<file path="src/rtl/breakout_pkg.sv">
// Shared types and helpers for the Breakout brick-field display path.
package breakout_pkg;

  typedef enum logic [1:0] {
    StIdle = 2'd0,
    StPlay = 2'd1,
    StWon  = 2'd2
  } game_state_e;

  localparam logic [23:0] DefColorA  = 24'hFF0000;
  localparam logic [23:0] DefColorB  = 24'hFFFFFF;
  localparam logic [23:0] DefColorFg = 24'hFFFFFF;
  localparam logic [23:0] DefColorBg = 24'h000000;

  // Bit position of brick (row, col) in the alive bitmap.
  function automatic int unsigned brick_idx(input int unsigned row, input int unsigned col,
                                            input int unsigned cols);
    return row * cols + col;
  endfunction

endpackage

</file>
<file path="src/rtl/brick_locator.sv">
// Finds which brick slot a coordinate falls in along one axis, by boundary compares.
module brick_locator #(
  parameter int unsigned COUNT   = 8,
  parameter int unsigned COORD_W = 10,
  parameter int unsigned ORIGIN  = 0,
  parameter int unsigned SIZE    = 80,
  parameter int unsigned IDX_W   = 3
) (
  input  logic [COORD_W-1:0] i_coord,
  output logic [IDX_W-1:0]   o_idx,
  output logic               o_in
);

  logic [31:0] w_coord;

  assign w_coord = 32'(i_coord);

  // Last boundary not beyond the coordinate gives the slot index.
  always_comb begin
    o_idx = '0;
    o_in  = ((w_coord + 32'd1) > ORIGIN) && (w_coord < ORIGIN + COUNT * SIZE);
    for (int unsigned k = 1; k < COUNT; k++) begin
      if (w_coord >= ORIGIN + k * SIZE) begin
        o_idx = IDX_W'(k);
      end
    end
  end

endmodule

</file>
<file path="src/rtl/brick_field_renderer.sv">
// Breakout brick grid, game FSM and 2-stage per-pixel colour pipeline.
module brick_field_renderer
  import breakout_pkg::*;
#(
  parameter int unsigned ROWS     = 3,
  parameter int unsigned COLS     = 8,
  parameter int unsigned COORD_W  = 10,
  parameter int unsigned ORIGIN_X = 0,
  parameter int unsigned ORIGIN_Y = 0,
  parameter int unsigned BRICK_W  = 80,
  parameter int unsigned BRICK_H  = 50,
  parameter int unsigned PADDLE_W = 160,
  parameter int unsigned PADDLE_H = 10,
  parameter int unsigned BALL_R   = 3,
  parameter logic [23:0] COLOR_A  = DefColorA,
  parameter logic [23:0] COLOR_B  = DefColorB,
  parameter logic [23:0] COLOR_FG = DefColorFg,
  parameter logic [23:0] COLOR_BG = DefColorBg,
  localparam int unsigned NB = ROWS * COLS,
  localparam int unsigned RW = (ROWS > 1) ? $clog2(ROWS) : 1,
  localparam int unsigned CW = (COLS > 1) ? $clog2(COLS) : 1,
  localparam int unsigned LW = $clog2(NB + 1)
) (
  input  logic               i_clk,
  input  logic               i_rst,
  input  logic               i_start,
  input  logic               i_pix_valid,
  input  logic [COORD_W-1:0] i_x,
  input  logic [COORD_W-1:0] i_y,
  input  logic [COORD_W-1:0] i_ballx,
  input  logic [COORD_W-1:0] i_bally,
  input  logic [COORD_W-1:0] i_paddlex,
  input  logic [COORD_W-1:0] i_paddley,
  input  logic               i_hit_valid,
  input  logic [RW-1:0]      i_hit_row,
  input  logic [CW-1:0]      i_hit_col,
  output logic [NB-1:0]      o_alive,
  output logic [LW-1:0]      o_bricks_left,
  output logic [1:0]         o_game_state,
  output logic               o_won_pulse,
  output logic               o_color_valid,
  output logic [23:0]        o_color
);

  localparam int unsigned IW = (NB > 1) ? $clog2(NB) : 1;
  localparam int unsigned XW = COORD_W + 1;
  localparam logic [RW:0] RowsL = (RW + 1)'(ROWS);
  localparam logic [CW:0] ColsL = (CW + 1)'(COLS);
  localparam logic [XW-1:0] PadW = XW'(PADDLE_W);
  localparam logic [XW-1:0] PadH = XW'(PADDLE_H);
  localparam logic [XW-1:0] BallR = XW'(BALL_R);

  game_state_e   r_state;
  logic [NB-1:0] r_alive;
  logic [LW-1:0] r_left;
  logic          r_won;

  logic          r_s1_valid;
  logic          r_s1_paddle;
  logic          r_s1_ball;
  logic          r_s1_in_grid;
  logic [RW-1:0] r_s1_row;
  logic [CW-1:0] r_s1_col;
  logic          r_c_valid;
  logic [23:0]   r_color;

  // ---------------------------------------------------------------------------
  // Hit decode and game FSM
  // ---------------------------------------------------------------------------
  logic          w_hit_in_range;
  logic [IW-1:0] w_hit_idx;
  logic          w_hit_ok;

  assign w_hit_in_range = ({1'b0, i_hit_row} < RowsL) && ({1'b0, i_hit_col} < ColsL);
  assign w_hit_idx      = IW'(brick_idx(32'(i_hit_row), 32'(i_hit_col), COLS));
  assign w_hit_ok       = i_hit_valid && w_hit_in_range && r_alive[w_hit_idx];

  always_ff @(posedge i_clk) begin
    if (i_rst) begin
      r_state <= StIdle;
      r_alive <= '1;
      r_left  <= LW'(NB);
      r_won   <= 1'b0;
    end else begin
      r_won <= 1'b0;
      unique case (r_state)
        StIdle: begin
          if (i_start) begin
            r_state <= StPlay;
            r_alive <= '1;
            r_left  <= LW'(NB);
          end
        end
        StPlay: begin
          if (r_left == '0) begin
            r_state <= StWon;
            r_won   <= 1'b1;
          end else if (w_hit_ok) begin
            r_alive[w_hit_idx] <= 1'b0;
            r_left             <= r_left - LW'(1);
          end
        end
        StWon: begin
          if (i_start) begin
            r_state <= StIdle;
          end
        end
        default: r_state <= StIdle;
      endcase
    end
  end

  // ---------------------------------------------------------------------------
  // Stage 1: object hit tests, evaluated one bit wider than the coordinates
  // ---------------------------------------------------------------------------
  logic [XW-1:0] w_x, w_y, w_bx, w_by, w_px, w_py;
  logic          w_paddle;
  logic          w_ball;
  logic          w_x_in, w_y_in;
  logic [CW-1:0] w_col;
  logic [RW-1:0] w_row;

  assign w_x  = {1'b0, i_x};
  assign w_y  = {1'b0, i_y};
  assign w_bx = {1'b0, i_ballx};
  assign w_by = {1'b0, i_bally};
  assign w_px = {1'b0, i_paddlex};
  assign w_py = {1'b0, i_paddley};

  assign w_paddle = (w_x >= w_px) && (w_x < w_px + PadW) &&
                    (w_y >= w_py) && (w_y < w_py + PadH);
  assign w_ball   = (w_x + BallR > w_bx) && (w_x < w_bx + BallR) &&
                    (w_y + BallR > w_by) && (w_y < w_by + BallR);

  brick_locator #(
    .COUNT  (COLS),
    .COORD_W(COORD_W),
    .ORIGIN (ORIGIN_X),
    .SIZE   (BRICK_W),
    .IDX_W  (CW)
  ) u_loc_x (
    .i_coord(i_x),
    .o_idx  (w_col),
    .o_in   (w_x_in)
  );

  brick_locator #(
    .COUNT  (ROWS),
    .COORD_W(COORD_W),
    .ORIGIN (ORIGIN_Y),
    .SIZE   (BRICK_H),
    .IDX_W  (RW)
  ) u_loc_y (
    .i_coord(i_y),
    .o_idx  (w_row),
    .o_in   (w_y_in)
  );

  // ---------------------------------------------------------------------------
  // Stage 2: colour priority, using the live bitmap and state at this edge
  // ---------------------------------------------------------------------------
  logic [IW-1:0] w_cell_idx;
  logic          w_draw_bricks;
  logic [23:0]   w_color;

  assign w_cell_idx    = IW'(brick_idx(32'(r_s1_row), 32'(r_s1_col), COLS));
  assign w_draw_bricks = (r_state != StWon);

  always_comb begin
    w_color = COLOR_BG;
    if (r_s1_paddle) begin
      w_color = COLOR_FG;
    end else if (r_s1_ball) begin
      w_color = COLOR_FG;
    end else if (r_s1_in_grid && w_draw_bricks && r_alive[w_cell_idx]) begin
      w_color = (r_s1_row[0] ^ r_s1_col[0]) ? COLOR_B : COLOR_A;
    end
  end

  always_ff @(posedge i_clk) begin
    if (i_rst) begin
      r_s1_valid   <= 1'b0;
      r_s1_paddle  <= 1'b0;
      r_s1_ball    <= 1'b0;
      r_s1_in_grid <= 1'b0;
      r_s1_row     <= '0;
      r_s1_col     <= '0;
      r_c_valid    <= 1'b0;
      r_color      <= COLOR_BG;
    end else begin
      r_s1_valid   <= i_pix_valid;
      r_s1_paddle  <= w_paddle;
      r_s1_ball    <= w_ball;
      r_s1_in_grid <= w_x_in && w_y_in;
      r_s1_row     <= w_row;
      r_s1_col     <= w_col;
      r_c_valid    <= r_s1_valid;
      if (r_s1_valid) begin
        r_color <= w_color;
      end
    end
  end

  assign o_alive       = r_alive;
  assign o_bricks_left = r_left;
  assign o_game_state  = r_state;
  assign o_won_pulse   = r_won;
  assign o_color_valid = r_c_valid;
  assign o_color       = r_color;

endmodule

</file>
<file path="config.mk">
export PLATFORM = sky130hd
export DESIGN_NAME = brick_field_renderer
export DESIGN_NICKNAME = d
export VERILOG_FILES = /design/src/rtl/breakout_pkg.sv /design/src/rtl/brick_locator.sv /design/src/rtl/brick_field_renderer.sv
export SDC_FILE = /design/constraint.sdc
export NUM_CORES = 1
export LEC_CHECK = 0
export ABC_AREA = 1
export CAP_MARGIN = 30
export CORE_MARGIN = 3
export CORE_UTILIZATION = 55
export CTS_CLUSTER_SIZE = 25
export DETAILED_ROUTE_END_ITERATION = 12
export PLACE_DENSITY = 0.87
export SKIP_CTS_REPAIR_TIMING = 1
export SLEW_MARGIN = 20
export SYNTH_ARGS = -nofsm -noshare
export SYNTH_HDL_FRONTEND = slang
export SYNTH_HIERARCHICAL = 1
export SYNTH_SLANG_ARGS = --single-unit
</file>
<file path="constraint.sdc">
create_clock -name i_clk -period 5.55 [get_ports i_clk]
set_input_delay 1.665 -clock i_clk [delete_from_list [all_inputs] [get_ports i_clk]]
set_output_delay 1.665 -clock i_clk [all_outputs]
set_load 0.01 [all_outputs]
</file>
==> key figures, run 1 <==
Timing
  – Final Cycle Share: 73.8%
  – Setup violations, final: 0
  – Final min period: slightly above 4000 ps
  – Setup Skew: between 4 and 5 ps
  – RSZ-0062 raised after global routing: no
  – Slew @ Worst Pin: 595 ps
  – Slew headroom: 60.2%
  – Fmax: ~240 MHz
  – Final Hold Viols: 0
  – Slew Viols, Final: 0
  – Sum Neg Setup Slack: 0 ps
  – Hold Slack: 486 ps

GRT
  – Largest net degree at the start of global routing: 31
  – Vias in the first global route: around 5,000
  – GRT Util Overall: a little under a quarter
  – Global-route wire length before repair: 22.0 mm
  – Initial antenna violation count: 0
  – GRT Residual Overflow: 0

Detailed routing
  – Initial DRC Count: 189
  – Per-cell routed wire length: between 10 and 15 um
  – First-pass DRT Iterations: 5
  – Routed via count: 5,411
  – Via density: 5.14
  – Final ANT Viol Nets: 0
  – DRC viols: 0
  – Drt total wl: 12.8 mm

Die
  – Die footprint: around 11,000 um^2
  – Die height: about 100 um
  – FP Rows: 34
  – Initial core utilization: 58.3%
  – Top Ports: 127
  – Die X: 104 um
  – Core area: about 9000 um^2

Place
  – Final weighted congestion in routability-driven placement: 0.890
  – Port Buffers: 126
  – Post-Place Cell Area: 6440 um^2
  – Detailed placement HPWL: 10.5 mm

Hold path
  – Worst hold endpoint: o_alive[8]
  – Worst hold path stage count: 2
  – Worst min-delay path class: register to register
  – HP Start: o_alive[8]

Clock network
  – Maximum clock path buffer count: 2
  – Clock transition at path regs: 80 ps
  – Clock root cell: clkbuf_8
  – CTS Buf Count: 5
  – TritonCTS clock tree: done
  – Clock tree sinks: 44
  – Worst-skew pair later-pin latency: 300 ps
  – H-Tree Level Count: 2

Synthesis
  – Largest family of logic cells by synthesized area: simple AND/OR/NAND/NOR gates
  – Synth async-reset ratio: 0%
  – Area share of fa/ha/maj cells after synthesis: between 10% and 20%
  – Post-Syn Nets: 976
  – Ys flop type: dfxtp_1
  – Yosys cell types: 38
  – Yosys reg bits: 44
  – Yosys warning count: 6
  – Seq/Total Area, Yosys: 16.8%
  – Synthesized cell area: 5240 um^2
  – Share of synthesized area spent on multiplexers: 0%
  – Mapped Cells: 824
  – Synth Area in XOR/XNOR: 6.69%
  – EDFF count, synth: 0
  – Synth Area in Compound Gates: 13.3%
  – Mean Syn Cell Area: 6.35 um^2
  – Synthesized-area fraction occupied by and/or/nand/nor cells: 30.8%

Critical path
  – CP arrival: 4280 ps
  – Critical Path RT: 5730 ps
  – Delay of the slowest critical-path stage: 750 ps
  – RR Startpoint: o_game_state[0]
  – CP max FO: 30
  – Worst R2R Setup Slack: 3410 ps
  – CP cell instances: clkdlybuf4s50_1 -> inv_2 -> nor2_2 -> nand2_1 -> nand3_1 -> nand2_1 -> nand2_1 -> inv_1 -> nand2_1 -> nand2_1 -> nand2_2 -> nand2_2 -> o21ai_1 -> nand2_1
  – Setup crit end kind: register
  – FF-to-FF path depth: 7
  – Top cell by count, worst path: nand2_1
  – RR Endpoint: o_alive[1]
  – Setup CP Type: primary input to register
  – Slowest CP cell: clkdlybuf4s50_1
  – Worst setup SP type: primary input

Finish
  – Share of cells above drive strength 1: under 10%
  – Inserted Diodes: 0
  – Layout net count: 1,079
  – Synth-to-layout area growth: 24.5%
  – Post-route cell area: 6520 um^2

Pwr
  – Cell leakage power: between 0.003 and 0.004 uW
  – Total chip power: 952 uW
  – Worst VDD drop: roughly 85 uV
  – PwrDens: 146 nW/um^2

Flow run
  – Maxcap violations: 0

Run status
  – Status: completed
[metal layers]
metal | up-vias | global-route usage, % | wire [um] | part of all wire (%)
met1 | 2355 | 30.0 | 5720 | 45
met4 | 0 | 5.79 | 183 | 1.4
met5 | - | 0 | 0 | 0
li1 | 2850 | - | - | -
met3 | 23 | 3.79 | 806 | 6.3
met2 | 183 | 41.4 | 6070 | 47
[logic make-up after synthesis]
logic type | count (synthesis)
AO/OA/AOI/OAI | 127
buffers and inverters | 150
AND/OR/NAND/NOR | 381
adder cells (fa/ha/maj) | 82
flip-flops | 44
XOR/XNOR | 40
[critical path: cells and delay by family]
family	cells	cell delay, ps
buffers and inverters	3	940
and+or+nand+nor	10	1390
AOI/OAI and AO/OA	1	270
[layout by cell type (no fill, tap or decap), types with 6 or more instances in the layout]
master	n
o21ai_0	33
nor2_1	84
xnor2_1	11
a21oi_1	41
nand3b_1	6
o21ai_1	29
ha_1	82
nor3_1	11
xor2_1	29
nand2_1	218
clkdlybuf4s50_1	126
inv_1	115
nand3_1	31
nand4_1	13
dfxtp_1	44
[state kept, by name, indices dropped and copies added (netlist names)]
register       cells
o_alive           24
o_bricks_left      5
r_s1_col           3
o_color            2
o_game_state       2
r_s1_row           2
o_color_valid      1
o_won_pulse        1
r_s1_ball          1
r_s1_in_grid       1
r_s1_paddle        1
r_s1_valid         1
[where the power goes]
part           switching, uW  internal, uW  leakage, uW
clock                    105          85.7    0.0000410
combinational            232           190      0.00282
sequential              13.9           326     0.000359
[area by class of cell]
class	count	area, um^2
Clock buffer	6	72.6
Sequential cell	44	881
Inverter	118	443
Tap cell	126	158
Clock inverter	1	5.00
Multi-Input combinational cell	630	3680
Timing Repair Buffer	128	1280
Fill cell	754	2460
[worst max path at each step]
stage                     cells past startpoint         end  slack, ps          from
final                                        14  o_alive[1]       1460  i_hit_col[1]
after global routing                         19   r_s1_ball       1240        i_y[1]
after CTS                                    19   r_s1_ball       1520        i_y[1]
after detailed placement                     19   r_s1_ball       1210        i_y[1]
after global placement                       19   r_s1_ball       1300        i_y[1]
after floorplan                              18   r_s1_ball       2090        i_y[0]
[cell usage after synthesis (13+ instances only)]
cell / n / area, um^2
nand3_1: 31 / 155
o21ai_1: 29 / 145
xor2_1: 29 / 254
dfxtp_1: 44 / 881
nor2_1: 84 / 315
inv_1: 115 / 432
o21ai_0: 33 / 165
buf_4: 24 / 180
ha_1: 82 / 1030
a21oi_1: 41 / 205
nand4_1: 13 / 81.3
nand2_1: 218 / 818
[per-stage QoR]
stage	worst slack (ps)	instances	util (%)
3_3_place_gp	1300	1046	71.8
4_1_cts	1520	1053	72.6
2_1_floorplan	2090	824	-
5_1_grt	1240	1053	72.6
6_report	1460	1053	72.6
3_5_place_dp	1210	1046	71.8
(Power assumes the default switching activity.)
==> run 2: changes to the inputs <==
--- a/config.mk
+++ b/config.mk
@@ -8,10 +8,10 @@
 export ABC_AREA = 1
 export CAP_MARGIN = 30
 export CORE_MARGIN = 3
-export CORE_UTILIZATION = 55
+export CORE_UTILIZATION = 46
 export CTS_CLUSTER_SIZE = 25
 export DETAILED_ROUTE_END_ITERATION = 12
-export PLACE_DENSITY = 0.87
+export PLACE_DENSITY = 0.78
 export SKIP_CTS_REPAIR_TIMING = 1
 export SLEW_MARGIN = 20
 export SYNTH_ARGS = -nofsm -noshare
==> constraint.sdc (replaced) <==
create_clock -name i_clk -period 3.3 [get_ports i_clk]
set_input_delay 0.99 -clock i_clk [delete_from_list [all_inputs] [get_ports i_clk]]
set_output_delay 0.99 -clock i_clk [all_outputs]
set_load 0.01 [all_outputs]
==> run 2 against run 1 <==
Effect of this change: hold slack worse by 11 ps; setup slack worse by 1200 ps; global-route usage down 3.2 points; clock-buffer cell count unchanged; sequential power up 68%; combinational power up 82%; total power up 94%; largest power group unchanged; die area up 18%; clock power rose to 2.7 times the previous value; clock skew about the same; critical endpoint is now r_s1_ball; design area up 8.3%; utilization down 8.3 points.
==> key figures, run 2 (synthesis results as in run 1) <==
Die
  – Core area: 11,000 um^2
  – Die footprint: between 10,000 and 15,000 um^2
  – Initial core utilization: a little under half
  – Die height: 113 um
  – FP Rows: 38
  – Top Ports: 127
  – Die X: 113 um

Critical path
  – CP max FO: 3
  – Setup crit end kind: register
  – Worst R2R Setup Slack: 1410 ps
  – RR Startpoint: o_game_state[0]
  – CP arrival: 3250 ps
  – Slowest CP cell: clkdlybuf4s50_1
  – RR Endpoint: o_alive[1]
  – CP cell instances: clkdlybuf4s50_1 -> inv_1 -> ha_2 -> inv_1 -> nand3_1 -> nor2_1 -> nand2_1 -> xor2_1 -> ha_1 -> nand2_1 -> o21a_1 -> o21ai_1 -> nand2_1 -> nand2_1 -> nand2_1 -> nand2_1 -> nand2_1 -> nand3_1 -> nor2_1
  – Top cell by count, worst path: nand2_1
  – FF-to-FF path depth: 8
  – Setup CP Type: primary input to register
  – Critical Path RT: 3480 ps
  – Delay of the slowest critical-path stage: 480 ps
  – Worst setup SP type: primary input

Timing
  – Slew @ Worst Pin: ~480 ps
  – Fin worst setup slack: ~230 ps
  – RSZ-0062 raised after global routing: no
  – Slew headroom: 68.0%
  – Hold Slack: 475 ps
  – Fmax: 325 MHz
  – Setup violations, final: 0
  – Final Cycle Share: 93.1%
  – Slew Viols, Final: 0
  – Setup Skew: 4.42 ps
  – Final Hold Viols: 0
  – Final min period: about 3100 ps

Flow run
  – Maxcap violations: 0

Place
  – Detailed placement HPWL: 11.0 mm
  – Final weighted congestion in routability-driven placement: 0.898
  – Pre-CTS setup slack: -129 ps
  – Post-Place Cell Area: 6860 um^2
  – Port Buffers: 126

Finish
  – Share of cells above drive strength 1: 9.59%
  – Post-route cell area: between 7000 and 8000 um^2
  – Most frequent cells in the layout: nand2_1 (218), clkdlybuf4s50_1 (124), inv_1 (114)
  – Inserted Diodes: 0
  – Leading cell type in the layout, fill and taps excluded: nand2_1
  – Layout net count: 1,131
  – Largest register FFs: 24
  – Synth-to-layout area growth: 34.9%

GRT
  – Global-route wire length before repair: ~22 mm
  – GRT Util Overall: 20.3%
  – Vias in the first global route: 5,196
  – GRT Residual Overflow: 0
  – Largest net degree at the start of global routing: 31
  – Initial antenna violation count: 0

Pwr
  – PwrDens: roughly 260 nW/um^2
  – Total chip power: 1850 uW
  – Worst VDD drop: between 200 and 300 uV
  – Cell leakage power: between 0.003 and 0.004 uW

Detailed routing
  – Initial DRC Count: 305
  – First-pass DRT Iterations: 4
  – Routed via count: about 5,600
  – Final ANT Viol Nets: 0
  – Drt total wl: about 13 mm
  – Per-cell routed wire length: 11.7 um
  – DRC viols: 0
  – Via density: 5.01

Hold path
  – Worst min-delay path class: register to register
  – Worst hold path stage count: 2
  – HP Start: r_s1_valid
  – Worst hold endpoint: o_color_valid

Clock network
  – TritonCTS clock tree: done
  – CTS Buf Count: 5
  – Clock transition at path regs: roughly 60 ps
  – Maximum clock path buffer count: 2
  – Worst-skew pair later-pin latency: around 280 ps
  – Clock root cell: clkbuf_16
  – H-Tree Level Count: 2
  – Clock tree sinks: 44

Run status
  – Status: completed
## run 2: worst max-delay path, delay by kind of cell
family | cells | cell delay [ps]
compound gates | 2 | 250
xor+xnor | 1 | 160
fa+ha+maj | 2 | 510
buf+inv | 3 | 590
simple gates | 11 | 750
## run 2: layout make-up
| class | instances | area, um^2 |
|---|---|---|
| clock buffers | 6 | 139 |
| clock inverters | 2 | 15.0 |
| fillers | 1043 | 3920 |
| inverters | 118 | 443 |
| multi-input cells | 630 | 3720 |
| flip-flops and latches | 44 | 881 |
| well taps | 140 | 175 |
| repair buffers | 180 | 1680 |
## run 2: worst max-delay path by stage
stage / from / end / slack [ps] / depth (start not counted)
finish: i_bally[0] / r_s1_ball / 230 / 19
global placement: i_y[0] / r_s1_ball / -80 / 19
detailed placement: i_y[0] / r_s1_ball / -130 / 19
global route: i_paddley[1] / r_s1_paddle / 6 / 13
CTS: i_y[0] / r_s1_ball / 170 / 19
floorplan: i_y[0] / r_s1_ball / 510 / 18
## run 2: report_power, final
group          switching, uW  internal (uW)
Clock                    206            301
Sequential              22.9            549
Combinational            402            365
Total                    631           1220
## run 2: per-stage QoR
step                      std cells  util, %  setup TNS [ps]
after global placement         1111     62.4           -80.0
final                          1120     64.3               0
after floorplan                 824        -               0
after global routing           1120     64.3               0
after CTS                      1119     63.8               0
after detailed placement       1111     62.4            -166
## run 2: metal layers
layer	up-vias	GRT usage [%]	routed length [um]
met5	-	0	0
met4	0	4.73	167
met3	14	2.21	685
met2	145	36.7	6290
met1	2485	25.8	5990
li1	2962	-	-
